[src/rtl/uart_rx.sv]
`default_nettype none
// ============================================================================
//  Module      : uart_rx
//  Description : 8N1 UART receiver; deserialises one frame into a one-entry
//                valid/ready buffer, flagging framing errors and overruns.
//  Revision    : 1.0  initial release
// ============================================================================
module uart_rx #(
    parameter int CLKS_PER_BIT_P = 221,
    parameter int DATA_BITS_P    = 8
) (
    input  logic                   clk_i,
    input  logic                   reset_i,
    input  logic                   rx_serial_i,
    output logic [DATA_BITS_P-1:0] data_o,
    output logic                   valid_o,
    input  logic                   ready_i,
    output logic                   frame_err_o,
    output logic                   overrun_o
);

    localparam int c_cnt_w = $clog2(CLKS_PER_BIT_P);
    localparam int c_idx_w = (DATA_BITS_P > 1) ? $clog2(DATA_BITS_P) : 1;

    localparam logic [c_cnt_w-1:0] c_cnt_one  = c_cnt_w'(1);
    localparam logic [c_cnt_w-1:0] c_cnt_half = c_cnt_w'(CLKS_PER_BIT_P / 2 - 1);
    localparam logic [c_cnt_w-1:0] c_cnt_last = c_cnt_w'(CLKS_PER_BIT_P - 1);
    localparam logic [c_idx_w-1:0] c_idx_one  = c_idx_w'(1);
    localparam logic [c_idx_w-1:0] c_idx_last = c_idx_w'(DATA_BITS_P - 1);

    localparam logic [2:0] c_st_idle  = 3'd0;
    localparam logic [2:0] c_st_start = 3'd1;
    localparam logic [2:0] c_st_data  = 3'd2;
    localparam logic [2:0] c_st_stop  = 3'd3;
    localparam logic [2:0] c_st_brk   = 3'd4;

    logic [1:0]             r_sync;
    logic [2:0]             r_state;
    logic [c_cnt_w-1:0]     r_cnt;
    logic [c_idx_w-1:0]     r_idx;
    logic [DATA_BITS_P-1:0] r_shift;
    logic [DATA_BITS_P-1:0] r_data;
    logic                   r_valid;
    logic                   r_frame_err;
    logic                   r_overrun;

    logic                   w_rx_s;
    logic [2:0]             w_state_nxt;
    logic [c_cnt_w-1:0]     w_cnt_nxt;
    logic [c_idx_w-1:0]     w_idx_nxt;
    logic [DATA_BITS_P-1:0] w_shift_nxt;
    logic                   w_stop_ok;
    logic                   w_stop_bad;

    // Line idles high, so the synchroniser resets to 1 to avoid a false start.
    always_ff @(posedge clk_i or posedge reset_i) begin
        if (reset_i) r_sync <= 2'b11;
        else         r_sync <= {r_sync[0], rx_serial_i};
    end

    assign w_rx_s = r_sync[1];

    always_ff @(posedge clk_i or posedge reset_i) begin
        if (reset_i) begin
            r_state <= c_st_idle;
            r_cnt   <= '0;
            r_idx   <= '0;
            r_shift <= '0;
        end else begin
            r_state <= w_state_nxt;
            r_cnt   <= w_cnt_nxt;
            r_idx   <= w_idx_nxt;
            r_shift <= w_shift_nxt;
        end
    end

    always_comb begin
        w_state_nxt = r_state;
        w_cnt_nxt   = r_cnt + c_cnt_one;
        w_idx_nxt   = r_idx;
        w_shift_nxt = r_shift;
        w_stop_ok   = 1'b0;
        w_stop_bad  = 1'b0;
        case (r_state)
            c_st_idle: begin
                w_cnt_nxt = '0;
                if (!w_rx_s) w_state_nxt = c_st_start;
            end
            c_st_start: begin
                // Re-check the start bit at mid-bit; short glitches fall back to idle.
                if (r_cnt == c_cnt_half) begin
                    w_cnt_nxt   = '0;
                    w_idx_nxt   = '0;
                    w_state_nxt = w_rx_s ? c_st_idle : c_st_data;
                end
            end
            c_st_data: begin
                if (r_cnt == c_cnt_last) begin
                    w_cnt_nxt   = '0;
                    w_shift_nxt = {w_rx_s, r_shift[DATA_BITS_P-1:1]};
                    if (r_idx == c_idx_last) w_state_nxt = c_st_stop;
                    else                     w_idx_nxt   = r_idx + c_idx_one;
                end
            end
            c_st_stop: begin
                if (r_cnt == c_cnt_last) begin
                    w_cnt_nxt = '0;
                    if (w_rx_s) begin
                        w_stop_ok   = 1'b1;
                        w_state_nxt = c_st_idle;
                    end else begin
                        w_stop_bad  = 1'b1;
                        w_state_nxt = c_st_brk;
                    end
                end
            end
            c_st_brk: begin
                w_cnt_nxt = '0;
                if (w_rx_s) w_state_nxt = c_st_idle;
            end
            default: begin
                w_cnt_nxt   = '0;
                w_state_nxt = c_st_idle;
            end
        endcase
    end

    // One-entry output buffer; a slot freed by acceptance this cycle can take the new byte.
    always_ff @(posedge clk_i or posedge reset_i) begin
        if (reset_i) begin
            r_data      <= '0;
            r_valid     <= 1'b0;
            r_frame_err <= 1'b0;
            r_overrun   <= 1'b0;
        end else begin
            r_frame_err <= w_stop_bad;
            r_overrun   <= 1'b0;
            if (w_stop_ok) begin
                if (!r_valid || ready_i) begin
                    r_data  <= r_shift;
                    r_valid <= 1'b1;
                end else begin
                    r_overrun <= 1'b1;
                end
            end else if (r_valid && ready_i) begin
                r_valid <= 1'b0;
            end
        end
    end

    assign data_o      = r_data;
    assign valid_o     = r_valid;
    assign frame_err_o = r_frame_err;
    assign overrun_o   = r_overrun;

endmodule
`default_nettype wire

[config.mk]
export PLATFORM = sky130hd
export DESIGN_NAME = uart_rx
export DESIGN_NICKNAME = d
export VERILOG_FILES = /design/src/rtl/uart_rx.sv
export SDC_FILE = /design/constraint.sdc
export NUM_CORES = 1
export LEC_CHECK = 0
export ABC_AREA = 1
export BUFFER_PORTS_ARGS = -buffer_cell sky130_fd_sc_hd__buf_4
export CAP_MARGIN = 20
export CORE_AREA = 2 2 90 70
export CTS_BUF_LIST = sky130_fd_sc_hd__clkbuf_16
export DETAILED_ROUTE_END_ITERATION = 6
export DIE_AREA = 0 0 92 72
export PLACE_DENSITY = 0.54
export SLEW_MARGIN = 20
export SYNTH_ARGS = -nofsm -noshare
export SYNTH_HDL_FRONTEND = slang
export SYNTH_SLANG_ARGS = --single-unit
export TNS_END_PERCENT = 1
[constraint.sdc]
create_clock -name clk_i -period 1.3 [get_ports clk_i]
set_input_delay 0.065 -clock clk_i [delete_from_list [all_inputs] [get_ports clk_i]]
set_output_delay 0.065 -clock clk_i [all_outputs]
set_load 0.005 [all_outputs]
-- Word-level counts from Yosys, hierarchy flattened
Cells that the tools add are included.
- bits in registers: 35
- input bits: 4
- output and inout bits: 11
- add/sub/neg operators: 2
- eq/ne operators: 15
- mux-type cells: 27
- reduce and logical (&&, ||, !) cells: 12
- operators by type and width (cell ; number):
    $mux 3 ; 10
    $mux 8 ; 2
    $pmux 8 s2 ; 1
    $pmux 3 s5 ; 1
    $ne 2x2->1 const B ; 7
    $mux 1 ; 11
    $add 8x1->8 const B ; 1
    $eq 8x7->1 const B ; 1
    $eq 8x8->1 const B ; 1
    $eq 3x2->1 const B ; 2
    $eq 3x3->1 const B ; 2
    $pmux 3 s2 ; 1
    $reduce_and 2->1 ; 3
    $reduce_and 6->1 ; 1
    $reduce_and 4->1 ; 1
    $reduce_bool 2->1 ; 2
    $add 3x1->3 const B ; 1
    $eq 3x1->1 const B ; 1
    $logic_not 3->1 ; 1
    $mux 2 ; 1
    $ne 2x1->1 const B ; 1
    $reduce_or 2->1 ; 1
    $logic_and 1x1->1 ; 1
    $logic_not 1->1 ; 1
    $logic_or 1x1->1 ; 1

-- Longest topological paths before layout
- word-level depth: 5
- mapped depth: 11

-- Worst setup path after synthesis
OpenSTA, ideal clock, no wires.
- path type: register to register
- start: register r_cnt[1]
- end: register r_data[0] (netlist: data_o[0])
- library setup time: 117 ps
- arrival: 1319 ps
- path slack: -135 ps
- cell stages (with the launch flop): 10
- buffers on the path: 0
- clock period less this slack: 1435 ps
- cell sequence: dfrtp_1 inv_1 ha_1 nand2_1 nor2_4 nand2_4 nor3_4 nand2_4 nand2_1 nand2_1
- longest elaborated chain between the ends: 4
- RTL lines (item ; line ; RTL):
    start, declared ; 39 ; logic [c_cnt_w-1:0] r_cnt;
    start signal, assigned ; 71 ; r_cnt <= w_cnt_nxt;
    $eq 8x8->1 ; 106 ; if (r_cnt == c_cnt_last) begin
    $mux 1 ; 106 ;
    $mux 1 ; 84 ; case (r_state)
    $reduce_and 2->1 (no source line) ; n/a ;
    end signal, assigned ; 140 ; r_data <= r_shift;
    end, declared ; 42 ; logic [DATA_BITS_P-1:0] r_data;
Every way passes these cells.
A chain may end at the register's enable or synchronous reset.

-- Worst setup path after layout
- start: register r_cnt[1]
- end: register r_data[7] (netlist: data_o[7])
The elaborated chain is that of the path after synthesis.

==> run_results.csv <==
group,metric,value,unit
placed_design,io_buffer_count,14,
cts,cts_tree,"built",
pwr,fin_total_pwr,0.00249,W
grt,grt_pass1_vias,1341,
logic_synthesis,yosysTopAreaCell,"dfrtp_1",
finish,fin_nets,251,
run,maxCapViolations,0,
timing,fmax,688,MHz
timing,layout_min_cycle_time,1.45,ns
min_path,hold_path.class,"input port to flop",
logic_synthesis,ys.flop_type,"dfrtp_1",
grt,grt_use_total,11.7,%
timing,finalWorstSetupSlack,-0.154,ns
detailed_routing,ant_nets,0,
worst_setup_path,cp-start-kind,"flop",
finish,seqCellArea,878,um2
logic_synthesis,synth-edff-count,0,
finish,postLayoutCellArea,2270,um2
timing,final-setup-viol-count,23,
cts,cts_buffer_depth,2,
logic_synthesis,yosysWarnings,0,
floorplanning,die_area,6620,um2
timing,drv_slew,0,
timing,rsz0062_at_grt,"true",
cts,cts_inserted_buffers,5,
logic_synthesis,syn_area_per_cell,8.42,um2
logic_synthesis,yosysMostFrequentCell,"nand2_1",
worst_setup_path,required,1.46,ns
placed_design,dpl_cell_area,2040,um2
logic_synthesis,ys_ff_latch,35,
worst_setup_path,cp_cell_sequence,"inv_2 > ha_1 > nand2_2 > nor2_4 > nand2_4 > nor3_4 > buf_12 > nand2_4 > nand2_1 > nand2_1",
grt,antenna_found_initial,0,
status,failed_checks,"negative setup slack",
grt,grt_pass1_wl,6050,um
logic_synthesis,synth.distinct_cells,23,
finish,fillers,566,
placed_design,pre_cts_ws,-0.236,ns
logic_synthesis,syn_inst,198,
grt,grt_max_degree,36,
finish,final-instance-count-excl-fill,321,
timing,finalCritPeriodShare,112,%
finish,area_delta_synth_final,36.2,%
floorplanning,io_pins,15,
detailed_routing,vias,1385,
floorplanning,num_rows,24,
cts,root_buffer,"clkbuf_16",
placed_design,place_inst,311,
worst_setup_path,crit_arrival,1.62,ns
finish,multi_input_area,722,um2
worst_setup_path,crit_fanout,9,
worst_setup_path,path_class,"flop to flop",
detailed_routing,wl_per_cell,10.4,um
cts,clock_latency,0.28,ns
logic_synthesis,synth_area_leaders,"dfrtp_1 50%, nand2_1 14%, nand3_1 6.3%, inv_1 4.7%, nor2_1 4.5%",
detailed_routing,drt_pre_antenna_iters,4,
floorplanning,core,5710,um2
logic_synthesis,async_flop_share,100,%
detailed_routing,drt_wl_total,3340,um
cts,htreeDepth,2,
worst_setup_path,worst_path_max_delay_cell,"dfrtp_1",
cts,path_clk_slew,0.06,ns
logic_synthesis,syn_area,1670,um2
logic_synthesis,synth_top_cell_area_share,49.5,%
grt,globalRouteOverflowTotal,0,
timing,finalHoldViolCount,0,
logic_synthesis,seq_area_frac_synth,52.7,%
floorplanning,fp.dieH,72,um
logic_synthesis,ys_top_cells_by_count,"64 x nand2_1, 33 x dfrtp_1, 21 x inv_1, 21 x nand3_1, 20 x nor2_1",
pwr,power-per-cell-area,1100,nW/um2
finish,antenna_cells,0,
timing,tightest_slew,0.446,ns
pwr,p_leak,1.21,nW
logic_synthesis,synth.net_count,207,
timing,fin_tns_setup,-2.59,ns
floorplanning,chipWidth,92,um
cts,clock-sinks,35,
finish,drive_above_1_share,29.2,%
placed_design,dp_hpwl,2410,um
detailed_routing,viasPerCell,4.31,
pwr,vdd_drop_max,0.000725,V
placed_design,gp_congestion,0.795,
worst_setup_path,critPathCaptureType,"flop",
detailed_routing,drc,0,
status,status,"complete, but fails checks",
worst_setup_path,slowest_delay,0.38,ns
timing,slew_headroom,70.2,%
floorplanning,start_util,29.2,%
timing,fin_skew,0.00723,ns
detailed_routing,drt_iter0_drc,69,
==> routing by layer <==
metal  share of wire [%]  global-route usage (%)
met1                  53                    16.6
met2                  42                    16.8
met3                 3.9                    3.12
met4                 1.7                    5.47
met5                   0                       0
==> sequential cells by signal, summed over array words and instances (netlist names) <==
register     flops
r_shift          8
r_state          3
data_o           8
frame_err_o      1
overrun_o        1
r_idx            3
r_sync           2
valid_o          1
r_cnt            8
==> power by group <==
group          switching [W]  internal [W]  leakage, nW
Combinational      0.0000291     0.0000168        0.661
Sequential        0.00000237       0.00110        0.467
Clock               0.000443      0.000903       0.0838
Total               0.000475       0.00202         1.21
==> cell type report <==
type | count | area share [%]
Inverter | 24 | 3.97
Clock buffer | 5 | 5.51
Multi-Input combinational cell | 137 | 31.8
Clock inverter | 3 | 1.93
Sequential cell | 35 | 38.7
Timing Repair Buffer | 39 | 13.8
Tap cell | 78 | 4.30
==> path summary, 6_finish.rpt <==
check	slack, ns	cells past startpoint	endpoint	start
min in group asynchronous	0.45	4	overrun_o	reset_i
max	-0.15	10	data_o[7]	r_cnt[1]
max in group asynchronous	0.50	4	r_sync[1]	reset_i
max reg2reg	-0.15	10	data_o[7]	r_cnt[1]
min reg2reg	0.36	0	r_sync[1]	r_sync[0]
min	0.34	5	data_o[5]	ready_i
==> repair_timing <==
action,4_1_cts,5_1_grt
setup buffers,0,0
pin swaps,3,0
cloned,0,0
hold buffers,2,0
hold endpoints to repair,34,0
gates resized for setup,11,2
setup endpoints to repair,33,33
==> layout by cell type (no fill, tap or decap), drive strengths merged <==
master,n
nor2,23
bufinv,1
nand4,2
dfstp,2
inv,24
dfrtp,33
nor3,4
xnor2,1
dlygate4sd3,2
ha,5
clkbuf,5
nand3,22
xor2,1
a21oi,3
clkinv,2
nand2,68
buf,37
o21ai,8
==> metrics by stage <==
stage,hold slack [ns],util [%]
global placement,0.175,35.7
global route,0.358,39.8
finish,0.340,39.8
floorplan,0.0695,-
CTS,0.337,39.7
detailed placement,0.178,35.7
==> critical path: cells and delay by family, from the launching register on <==
family / cells / cell delay [ns]
simple gates: 7 / 0.58
flops: 1 / 0.38
buf+inv: 2 / 0.22
fa+ha+maj: 1 / 0.16
==> cells by family (layout without fill, tap and decap cells) <==
group | after synthesis | count (layout) | synth area share (%)
flops | 35 | 35 | 52.7
buf+inv | 26 | 71 | 6.45
fa+ha+maj | 5 | 5 | 3.75
compound gates | 11 | 11 | 3.53
xor+xnor | 2 | 2 | 1.05
simple gates | 119 | 119 | 32.6
Note: power is estimated with default switching activity, not from simulation.
